==> src/rtl/scv_pkg.sv <==
// Shared types for the Super Cassette Vision ROM loader: image indices,
// ROM targets, loader states and the FIFO entry layout.
package scv_pkg;

  localparam logic [7:0] IDX_BOOT = 8'd0;
  localparam logic [7:0] IDX_CHR  = 8'd1;

  typedef enum logic [1:0] {TGT_NONE, TGT_BOOT, TGT_CHR} rom_tgt_t;

  typedef enum logic [2:0] {ST_IDLE, ST_LOAD, ST_DRAIN, ST_HOLD, ST_RUN} ldr_state_t;

  typedef struct packed {
    rom_tgt_t    tgt;
    logic [11:0] addr;
    logic [7:0]  data;
  } rom_entry_t;

  localparam int ENTRY_W = $bits(rom_entry_t);

  function automatic rom_tgt_t decode_index(input logic [7:0] idx);
    case (idx)
      IDX_BOOT: return TGT_BOOT;
      IDX_CHR:  return TGT_CHR;
      default:  return TGT_NONE;
    endcase
  endfunction

endpackage

==> src/rtl/scv_rom_loader_if.sv <==
// Download stream in, ROM-initialisation write port out.
// The master modport is the framework/core side, slave is the loader.
interface scv_rom_loader_if;
  logic        dl_active;
  logic [7:0]  dl_index;
  logic [24:0] dl_addr;
  logic [7:0]  dl_data;
  logic        dl_wr;
  logic        dl_wait;
  logic        rominit_sel_boot;
  logic        rominit_sel_chr;
  logic [11:0] rominit_addr;
  logic [7:0]  rominit_data;
  logic        rominit_valid;

  modport master (
    output dl_active, dl_index, dl_addr, dl_data, dl_wr,
    input  dl_wait,
    input  rominit_sel_boot, rominit_sel_chr, rominit_addr, rominit_data, rominit_valid
  );

  modport slave (
    input  dl_active, dl_index, dl_addr, dl_data, dl_wr,
    output dl_wait,
    output rominit_sel_boot, rominit_sel_chr, rominit_addr, rominit_data, rominit_valid
  );
endinterface

==> src/rtl/scv_loader_fifo.sv <==
// Small synchronous FIFO with async reset; pointers carry an extra wrap bit
// so full and empty are distinguishable without a separate counter.
module scv_loader_fifo #(
  parameter int WIDTH = 22,
  parameter int DEPTH = 4
) (
  input  logic                   clk,
  input  logic                   rst_n,
  input  logic                   push,
  input  logic [WIDTH-1:0]       din,
  input  logic                   pop,
  output logic [WIDTH-1:0]       dout,
  output logic                   empty,
  output logic                   full,
  output logic [$clog2(DEPTH):0] count
);

  localparam int AW = $clog2(DEPTH);
  localparam logic [AW:0] PTR_ONE = 1;

  logic [WIDTH-1:0] mem [DEPTH];
  logic [AW:0]      wr_ptr, rd_ptr;
  logic             do_push, do_pop;

  assign empty   = (wr_ptr == rd_ptr);
  assign full    = (wr_ptr[AW] != rd_ptr[AW]) && (wr_ptr[AW-1:0] == rd_ptr[AW-1:0]);
  assign count   = wr_ptr - rd_ptr;
  assign do_push = push & ~full;
  assign do_pop  = pop & ~empty;
  assign dout    = mem[rd_ptr[AW-1:0]];

  always_ff @(posedge clk or negedge rst_n) begin
    if (!rst_n) begin
      wr_ptr <= '0;
      rd_ptr <= '0;
    end else begin
      if (do_push) wr_ptr <= wr_ptr + PTR_ONE;
      if (do_pop)  rd_ptr <= rd_ptr + PTR_ONE;
    end
  end

  always_ff @(posedge clk) begin
    if (do_push) mem[wr_ptr[AW-1:0]] <= din;
  end

endmodule

==> src/rtl/scv_rom_loader.sv <==
// Converts the byte-serial ROM download into paced ROM-init writes and
// holds the core in reset until a complete boot image is present.
module scv_rom_loader
  import scv_pkg::*;
#(
  parameter int FIFO_DEPTH = 4,
  parameter int WR_GAP     = 2,
  parameter int BOOT_SIZE  = 4096,
  parameter int CHR_SIZE   = 1024,
  parameter int RST_HOLD   = 16
) (
  input  logic             clk,
  input  logic             resb,
  scv_rom_loader_if.slave  bus,
  output logic             sys_resb,
  output logic             boot_ok,
  output logic             chr_ok,
  output logic             err_size
);

  localparam int CNT_W  = $clog2(FIFO_DEPTH) + 1;
  localparam int GAP_W  = $clog2(WR_GAP + 1);
  localparam int HOLD_W = $clog2(RST_HOLD + 1);
  localparam logic [GAP_W-1:0]  GAP_LOAD  = GAP_W'(WR_GAP - 1);
  localparam logic [GAP_W-1:0]  GAP_ONE   = 1;
  // Two cycles are spent getting from the last strobe into HOLD and out of it,
  // so SYS_RESB rises exactly RST_HOLD cycles after the final VALID.
  localparam logic [HOLD_W-1:0] HOLD_LOAD = HOLD_W'((RST_HOLD >= 2) ? RST_HOLD - 2 : 0);
  localparam logic [HOLD_W-1:0] HOLD_ONE  = 1;
  localparam logic [12:0]       BOOT_LIM  = 13'(BOOT_SIZE);
  localparam logic [12:0]       CHR_LIM   = 13'(CHR_SIZE);
  localparam logic [CNT_W-1:0]  WAIT_LVL  = CNT_W'(FIFO_DEPTH - 1);

  ldr_state_t        state, state_next;
  rom_tgt_t          tgt, idx_tgt;
  logic              dl_active_q;
  logic [12:0]       byte_cnt;
  logic [12:0]       limit;
  logic              oversize;
  logic [GAP_W-1:0]  gap_cnt;
  logic [HOLD_W-1:0] hold_cnt;

  logic              start, in_range, wr_load;
  logic              push, pop, drop_full, drop_over;
  logic              enter_load, drain_done, complete;
  rom_entry_t        in_entry, out_entry;
  logic              fifo_empty, fifo_full;
  logic [CNT_W-1:0]  fifo_count, occ_next;

  assign idx_tgt   = decode_index(bus.dl_index);
  assign start     = bus.dl_active & ~dl_active_q & (idx_tgt != TGT_NONE);
  assign limit     = (tgt == TGT_CHR) ? CHR_LIM : BOOT_LIM;
  assign in_range  = bus.dl_addr < {12'd0, limit};
  assign wr_load   = (state == ST_LOAD) & bus.dl_wr;
  assign push      = wr_load & in_range & ~fifo_full;
  assign drop_full = wr_load & in_range & fifo_full;
  assign drop_over = wr_load & ~in_range;
  assign pop       = ~fifo_empty & (gap_cnt == '0);
  assign in_entry  = {tgt, bus.dl_addr[11:0], bus.dl_data};
  assign occ_next  = fifo_count + CNT_W'(push) - CNT_W'(pop);

  scv_loader_fifo #(.WIDTH(ENTRY_W), .DEPTH(FIFO_DEPTH)) u_fifo (
    .clk   (clk),
    .rst_n (resb),
    .push  (push),
    .din   (in_entry),
    .pop   (pop),
    .dout  (out_entry),
    .empty (fifo_empty),
    .full  (fifo_full),
    .count (fifo_count)
  );

  always_ff @(posedge clk or negedge resb) begin
    if (!resb) state <= ST_HOLD;
    else       state <= state_next;
  end

  always_comb begin
    state_next = state;
    case (state)
      ST_IDLE, ST_RUN: if (start) state_next = ST_LOAD;
      ST_LOAD:         if (!bus.dl_active) state_next = ST_DRAIN;
      ST_DRAIN:        if (fifo_empty) state_next = ST_HOLD;
      ST_HOLD: begin
        if (start)                            state_next = ST_LOAD;
        else if ((hold_cnt == '0) && boot_ok) state_next = ST_RUN;
      end
      default:         state_next = ST_HOLD;
    endcase
  end

  always_comb begin
    enter_load = (state_next == ST_LOAD) && (state != ST_LOAD);
    drain_done = (state == ST_DRAIN) && fifo_empty;
    complete   = (byte_cnt == limit) && !oversize;
  end

  always_ff @(posedge clk or negedge resb) begin
    if (!resb) begin
      dl_active_q <= 1'b0;
      tgt         <= TGT_NONE;
      byte_cnt    <= '0;
      oversize    <= 1'b0;
      hold_cnt    <= HOLD_LOAD;
      boot_ok     <= 1'b0;
      chr_ok      <= 1'b0;
      err_size    <= 1'b0;
      sys_resb    <= 1'b0;
    end else begin
      dl_active_q <= bus.dl_active;
      sys_resb    <= (state_next == ST_RUN);
      if (enter_load) begin
        tgt      <= idx_tgt;
        byte_cnt <= '0;
        oversize <= 1'b0;
        if (idx_tgt == TGT_BOOT) boot_ok <= 1'b0;
        if (idx_tgt == TGT_CHR)  chr_ok  <= 1'b0;
      end else begin
        if (push && byte_cnt != 13'h1fff) byte_cnt <= byte_cnt + 13'd1;
        if (drop_over) oversize <= 1'b1;
      end
      if (drain_done) begin
        if (tgt == TGT_BOOT) boot_ok <= complete;
        if (tgt == TGT_CHR)  chr_ok  <= complete;
        err_size <= ~complete;
      end else if (drop_full) begin
        err_size <= 1'b1;
      end
      if (state_next == ST_HOLD && state != ST_HOLD) hold_cnt <= HOLD_LOAD;
      else if (state == ST_HOLD && hold_cnt != '0)   hold_cnt <= hold_cnt - HOLD_ONE;
    end
  end

  // Write pacing: a pop reloads the gap so the next pop lands WR_GAP cycles later.
  always_ff @(posedge clk or negedge resb) begin
    if (!resb) begin
      gap_cnt              <= '0;
      bus.dl_wait          <= 1'b0;
      bus.rominit_valid    <= 1'b0;
      bus.rominit_sel_boot <= 1'b0;
      bus.rominit_sel_chr  <= 1'b0;
      bus.rominit_addr     <= '0;
      bus.rominit_data     <= '0;
    end else begin
      bus.dl_wait       <= (occ_next >= WAIT_LVL);
      bus.rominit_valid <= pop;
      if (pop) begin
        gap_cnt              <= GAP_LOAD;
        bus.rominit_sel_boot <= (out_entry.tgt == TGT_BOOT);
        bus.rominit_sel_chr  <= (out_entry.tgt == TGT_CHR);
        bus.rominit_addr     <= out_entry.addr;
        bus.rominit_data     <= out_entry.data;
      end else if (gap_cnt != '0) begin
        gap_cnt <= gap_cnt - GAP_ONE;
      end
    end
  end

endmodule

==> src/flat_wrapper.sv <==
// flat-port wrapper written by rule: the top's interface ports become plain ports
module scv_rom_loader_flat import scv_pkg::*;
#(
  parameter int FIFO_DEPTH = 4,
  parameter int WR_GAP     = 2,
  parameter int BOOT_SIZE  = 4096,
  parameter int CHR_SIZE   = 1024,
  parameter int RST_HOLD   = 16
)
  (clk, resb, sys_resb, boot_ok, chr_ok, err_size, bus_dl_active, bus_dl_index, bus_dl_addr, bus_dl_data, bus_dl_wr, bus_dl_wait, bus_rominit_sel_boot, bus_rominit_sel_chr, bus_rominit_addr, bus_rominit_data, bus_rominit_valid);
  scv_rom_loader_if bus_i ();
  input  logic clk;
  input  logic resb;
  output logic sys_resb;
  output logic boot_ok;
  output logic chr_ok;
  output logic err_size;
  input wire logic [$bits(bus_i.dl_active)-1:0] bus_dl_active;
  input wire logic [$bits(bus_i.dl_index)-1:0] bus_dl_index;
  input wire logic [$bits(bus_i.dl_addr)-1:0] bus_dl_addr;
  input wire logic [$bits(bus_i.dl_data)-1:0] bus_dl_data;
  input wire logic [$bits(bus_i.dl_wr)-1:0] bus_dl_wr;
  output wire logic [$bits(bus_i.dl_wait)-1:0] bus_dl_wait;
  output wire logic [$bits(bus_i.rominit_sel_boot)-1:0] bus_rominit_sel_boot;
  output wire logic [$bits(bus_i.rominit_sel_chr)-1:0] bus_rominit_sel_chr;
  output wire logic [$bits(bus_i.rominit_addr)-1:0] bus_rominit_addr;
  output wire logic [$bits(bus_i.rominit_data)-1:0] bus_rominit_data;
  output wire logic [$bits(bus_i.rominit_valid)-1:0] bus_rominit_valid;
  assign bus_i.dl_active = bus_dl_active;
  assign bus_i.dl_index = bus_dl_index;
  assign bus_i.dl_addr = bus_dl_addr;
  assign bus_i.dl_data = bus_dl_data;
  assign bus_i.dl_wr = bus_dl_wr;
  assign bus_dl_wait = bus_i.dl_wait;
  assign bus_rominit_sel_boot = bus_i.rominit_sel_boot;
  assign bus_rominit_sel_chr = bus_i.rominit_sel_chr;
  assign bus_rominit_addr = bus_i.rominit_addr;
  assign bus_rominit_data = bus_i.rominit_data;
  assign bus_rominit_valid = bus_i.rominit_valid;
  scv_rom_loader #(.FIFO_DEPTH(FIFO_DEPTH), .WR_GAP(WR_GAP), .BOOT_SIZE(BOOT_SIZE), .CHR_SIZE(CHR_SIZE), .RST_HOLD(RST_HOLD)) u_core (.clk(clk), .resb(resb), .bus(bus_i), .sys_resb(sys_resb), .boot_ok(boot_ok), .chr_ok(chr_ok), .err_size(err_size));
endmodule
==> config.mk <==
export PLATFORM = sky130hd
export DESIGN_NAME = scv_rom_loader_flat
export DESIGN_NICKNAME = d
export VERILOG_FILES = /design/src/rtl/scv_pkg.sv /design/src/rtl/scv_rom_loader_if.sv /design/src/rtl/scv_loader_fifo.sv /design/src/rtl/scv_rom_loader.sv /design/src/flat_wrapper.sv
export SDC_FILE = /design/constraint.sdc
export NUM_CORES = 1
export LEC_CHECK = 0
export BUFFER_PORTS_ARGS = -buffer_cell sky130_fd_sc_hd__buf_2
export CORE_MARGIN = 2
export CORE_UTILIZATION = 30
export CTS_CLUSTER_DIAMETER = 200
export CTS_CLUSTER_SIZE = 8
export DETAILED_ROUTE_END_ITERATION = 10
export GPL_ROUTABILITY_DRIVEN = 0
export PLACE_DENSITY = 0.44
export SLEW_MARGIN = 25
export SYNTH_ARGS = -nofsm -noshare
export SYNTH_HDL_FRONTEND = slang
export SYNTH_SLANG_ARGS = --single-unit
==> constraint.sdc <==
create_clock -name clk -period 4.7 [get_ports clk]
set_input_delay 0.235 -clock clk [delete_from_list [all_inputs] [get_ports clk]]
set_output_delay 0.235 -clock clk [all_outputs]
set_load 0.01 [all_outputs]
Yosys cells after proc, flatten, opt, wreduce, memory -nomap -nowiden. Memory sizes are Yosys's and may differ from the RTL's. Index checks and enable logic that the tools add are counted. Widths: inputs -> output; s select.

Bitwise operators: 15. Order comparisons: 2. Reductions and logical operators: 22. $add $sub $neg: 8. Multiplexer cells: 28. Equal/unequal tests: 21.

Operators by type and width (number): $mux 13 (3); $lt 25x13->1 (1); $mux 3 (5); $mux 1 (14); $reduce_bool 2->1 (7); $add 13x1->13 const B (1); $eq 13x13->1 (1); $ne 13x13->1 const B (1); $pmux 3 s4 (1); $and 1x1->1 (10); $mux 5 (2); $eq 3x2->1 const B (3); $eq 8x1->1 const B (1); $logic_and 1x1->1 (8); $logic_not 8->1 (1); $add 3x1->3 const B (2); $eq 2x1->1 const B (3); $eq 2x2->1 const B (3); $eq 3x1->1 const B (2); $eq 3x3->1 const B (2); $logic_not 5->1 (1); $not 1->1 (5); $reduce_bool 5->1 (1); $sub 5x1->5 const B (1); other kinds (16) (17).

Memories kept: 1. Input port bits: 45. Output and inout bits: 28. Logic and storage cells: 116. RAM bits: 88. Bits in registers: 61.

Memory list: u_core.u_fifo.mem (depth 4, bits a word 22, read ports 1, clocked after memory_dff 0, write ports 1, RTL line scv_loader_fifo.sv:21) `logic [WIDTH-1:0] mem [DEPTH];`.

Logic depth before layout (Yosys ltp).
Depth in word-level cells: 11. Mapped depth: 11. Mapped depth without buffers: 11.

Modules after synthesis. From an unflattened synthesis, not the netlist that was laid out.

Cell total of the unflattened synthesis: 413. Area total of the unflattened synthesis: 6346.1 um^2.

Modules (own cells, without submodules): scv_loader_fifo (times used 1, seq. area each 2792.7 um^2, cells each 161, area an instance 3633.5 um^2); scv_rom_loader (times used 1, seq. area each 1382.6 um^2, cells each 252, area an instance 2712.6 um^2).

Worst setup path after synthesis. No wires, ideal clock.

Path type: register to register. Start point: register u_core.u_fifo.rd_ptr[0]. End point: register u_core.bus.dl_wait. Clock period less this slack: 2.731 ns. Required time: 4.580 ns. Cell stages (with the launch flop): 12. Arrival: 2.611 ns. Path buffers: 2. Slack: 1.969 ns. Library setup time: 0.120 ns. Cell sequence: dfrtp_1 > buf_4 > xor2_1 > nor3_1 > or3_1 > clkbuf_1 > fa_1 > fa_1 > ha_1 > xnor2_1 > xnor2_1 > nand2_1.

Longest elaborated chain between the ends: 7. Elaborated cells between the ends (all ways): 11. Those cells by class: add/sub (3); order compare (1); eq/ne (2); bitwise (4); reduce/logical (1).

RTL lines: start: declaration (RTL line scv_loader_fifo.sv:22) `logic [AW:0] wr_ptr, rd_ptr;`; start signal: assignment (RTL line scv_loader_fifo.sv:38) `if (do_pop) rd_ptr <= rd_ptr + PTR_ONE;`; branches (longest 5 deep; another with $sub 3x3->3); $sub 3x1->3 * (RTL line scv_rom_loader.sv:60) `assign occ_next = fifo_count + CNT_W'(push) - CNT_W'(pop);`; $ge 3x2->1 * (RTL line scv_rom_loader.sv:146) `bus.dl_wait <= (occ_next >= WAIT_LVL);`; end signal: assignment (RTL line scv_rom_loader.sv:146); end: declaration (RTL line scv_rom_loader_if.sv:24) `output dl_wait,`.

Every way passes the cells marked *. A chain may end at the register's enable or synchronous reset.

Worst setup path in the final report.
Start point: register u_core.u_fifo.rd_ptr[1]. End point: register u_core.bus.dl_wait.

Same word-level chain as after synthesis.

==> impl_metrics.env <==
export IMPL_outcome="finished with violations"
export IMPL_violations="negative hold slack"
export IMPL_cellLeakagePower_nw=2.852
export IMPL_rsz0062_at_grt="no"
export IMPL_ys_seq_area_share_pct=66.75
export IMPL_overall_die_area_sq_mm=0.02202
export IMPL_clockBufferDepth=2
export IMPL_htree_num_levels=4
export IMPL_final_max_slew_viol_count=0
export IMPL_max_slew_margin_pct=31.70
export IMPL_ys_types=51
export IMPL_finalNetCount=545
export IMPL_dp_hpwl_mm=7.895
export IMPL_initial_utilization_pct=30.71
export IMPL_drt_total_wl_mm=12.41
export IMPL_hold_path_class="in -> async"
export IMPL_regToRegSetupSlack_ns=1.69
export IMPL_max_cap_violations=0
export IMPL_timing_critical_path_from_type="flip-flop"
export IMPL_worstSetupEndpointType="flip-flop"
export IMPL_arrival_ns=3.32
export IMPL_first_pass_iters=5
export IMPL_worst_clock_skew_ns=0.008082
export IMPL_ys_ff_latch=149
export IMPL_setup_tns_ns=0
export IMPL_syn2layout_area_growth_pct=20.08
export IMPL_post_place_ws_ns=1.596
export IMPL_floorplan_core_area_sq_mm=0.02036
export IMPL_power_per_cell_area_mw_per_mm2=547.4
export IMPL_grtUsageTotal_pct=12.13
export IMPL_hold_slack_ns=-0.03790
export IMPL_synthDominantCellAreaShare_pct=42.25
export IMPL_cts_root_buf="clkbuf_16"
export IMPL_yosys_top_cells_area="edfxtp_1, dfrtp_1, mux4_2"
export IMPL_critical_path_max_stage_delay_ns=0.44
export IMPL_min_period_over_period_pct=64.09
export IMPL_path_cells="buf_4, xor2_1, nor3_1, or3_1, fa_1, fa_1, ha_1, xnor2_1, xnor2_1, nand2_1"
export IMPL_critical_path_slowest_cell="fa_1"
export IMPL_cp_max_fo=25
export IMPL_clock_transition_time_at_the_flip_flop_clock_pins_of_the_worst_setup_and_hold_paths_ns=0.06
export IMPL_postSynthCellCount=401
export IMPL_fp_row_count=52
export IMPL_max_freq_ghz=0.3320
export IMPL_mappedNetlistNets=460
export IMPL_postSynthAreaPerCell_sq_um=15.60
export IMPL_yosys_most_used_dff="edfxtp_1"
export IMPL_timing_final_hold_violations=13
export IMPL_critPathRequiredTime_ns=5.01
export IMPL_design_portCount=73
export IMPL_routedWlPerCell_um=16.11
export IMPL_globalRoute_totalOverflow=0
export IMPL_synthesis_yosys_warnings=0
export IMPL_detailedRoute_firstIterationViolations=191
export IMPL_async_flop_share_pct=40.94
export IMPL_cts_tree="done"
export IMPL_grt_antenna_before_repair=0
export IMPL_io_buffer_count=72
export IMPL_grt_pass1_wl_mm=20.15
export IMPL_die_h_um=148.4
export IMPL_grt_start_max_net_pins=62
export IMPL_worst_slew_pin_transition_ns=1.012
export IMPL_synth_edff_count=88
export IMPL_synth_largest_area_cell="edfxtp_1"
export IMPL_postLayoutSetupSlackWorst_ns=1.688
export IMPL_cell_area_after_synthesis_sq_mm=0.006255
export IMPL_cts_num_sinks=149
export IMPL_die_width_um=148.4
export IMPL_first_global_vias=3681
export IMPL_remaining_drc_errors=0
export IMPL_cts_made_buffers=17
export IMPL_setup_viol_count_final=0
export IMPL_final_critical_path_time_including_i_o_delays_and_setup_ns=3.012
export IMPL_critical_path_class="reg -> reg"
export IMPL_routed_via_count_divided_by_cell_count=4.623
export IMPL_drtAntennaViolNets=0
export IMPL_clock_latency_ns=0.42
export IMPL_worst_voltage_drop_across_the_vdd_grid_mv=0.2284
export IMPL_drive_above_1_share_pct=33.47
export IMPL_dr_total_vias=3560
export IMPL_cts_post_setup_buffers_inserted=0
## per-stage QoR
stage,std cells,total power (W),utilization [%],area (sq um)
after floorplan,401,0.002544,-,6255
after global placement,736,0.002879,34.09,6943
after detailed placement,736,0.002899,34.09,6943
after CTS,769,0.004191,36.87,7508
after global routing,769,0.004368,36.87,7508
final,770,0.004111,36.88,7511
## power by group
part	internal (W)	switching (W)	leakage (nW)
Clock	0.000733	0.000538	0.261
Sequential	0.00160	0.000133	1.53
Combinational	0.000554	0.000549	1.06
Total	0.00289	0.00122	2.85
## layout make-up
type                            count  area [sq um]
Antenna cell                        1         2.502
Clock buffer                       19         432.9
Clock inverter                     13         122.6
Fill cell                        1935         12850
Inverter                           18         67.56
Multi-Input combinational cell    220          1948
Sequential cell                   149          4177
Tap cell                          270         337.8
Timing Repair Buffer               80         422.9
## Yosys cell counts (all sizes together), types with 2 or more instances
cell type	number
fa	2
o31ai	3
nor4b	4
or3	10
nand2	26
and2	5
or4	4
inv	17
a21oi	19
o21ai	16
ha	12
dfstp	5
xor2	7
mux2i	4
mux2	22
clkbuf	7
nor3	8
xnor2	8
buf	7
nand2b	4
mux4	22
nor4	6
nor2b	3
dfrtp	56
nand3	6
edfxtp	88
or2	2
and3	2
nor2	12
## repair_timing
| item | in CTS | in global routing |
|---|---|---|
| resized for setup | 0 | 0 |
| endpoints found under the hold margin | 1 | 0 |
| hold buffers | 1 | 0 |
| setup endpoints to repair | 0 | 0 |
## sequential cells by signal, indices dropped and copies added (netlist names)
register                     count
u_core.boot_ok                   1
u_core.bus.dl_wait               1
u_core.bus.rominit_addr         12
u_core.bus.rominit_data          8
u_core.bus.rominit_sel_boot      1
u_core.bus.rominit_sel_chr       1
u_core.bus.rominit_valid         1
u_core.byte_cnt                 13
u_core.chr_ok                    1
u_core.dl_active_q               1
u_core.err_size                  1
u_core.gap_cnt                   2
u_core.hold_cnt                  5
u_core.oversize                  1
u_core.state                     3
u_core.sys_resb                  1
u_core.tgt                       2
u_core.u_fifo.mem               88
u_core.u_fifo.rd_ptr             3
u_core.u_fifo.wr_ptr             3
## worst max-delay path: cells and delay by family (launching register included)
family,cells,cell delay (ns)
fa+ha+maj,3,1.07
simple gates,3,0.60
xor+xnor,3,0.55
buf+inv,1,0.36
flops,1,0.32
## cell usage in the layout, fill, tap and decap left out, types with 15 or more instances in the layout
| cell type | synthesis | layout |
|---|---|---|
| buf_2 | 3 | 72 |
| clkbuf_16 | 0 | 17 |
| o21ai_0 | 15 | 15 |
| mux2_2 | 20 | 20 |
| mux4_2 | 22 | 22 |
| edfxtp_1 | 88 | 88 |
| nand2_1 | 25 | 25 |
| inv_1 | 17 | 17 |
| dfrtp_1 | 56 | 55 |
| a21oi_1 | 19 | 19 |
## routing by layer
layer / part of all wire [%] / up-vias / track usage (%)
met2: 47 / 79 / 19.07
met1: 48 / 1794 / 16.08
met5: 0 / - / 0
li1: - / 1682 / -
met3: 4.5 / 5 / 4.018
met4: 0.65 / 0 / 3.571
## path summary, 6_finish.rpt
| path | start | end | depth (start not counted) |
|---|---|---|---|
| hold / removal | resb | u_core.bus.rominit_addr[8] | 2 |
| setup reg to reg | u_core.u_fifo.rd_ptr[1] | u_core.bus.dl_wait | 10 |
| hold reg to reg | u_core.gap_cnt[0] | u_core.gap_cnt[0] | 1 |
| min in group clk | bus_dl_addr[0] | u_core.u_fifo.mem[2][8] | 1 |
| setup / recovery | u_core.u_fifo.rd_ptr[1] | u_core.bus.dl_wait | 10 |
| max in group asynchronous | resb | u_core.bus.rominit_data[2] | 2 |
## cells by family after synthesis
group | after synthesis | share of synthesized area (%)
adders and majority gates | 14 | 3.041
DFF | 149 | 66.75
AOI/OAI and AO/OA | 46 | 4.521
and+or+nand+nor | 97 | 8.842
buffers and inverters | 32 | 2.100
muxes | 48 | 12.64
xor gates and xnor gates | 15 | 2.100
Note: power is estimated with default switching activity, not from simulation.
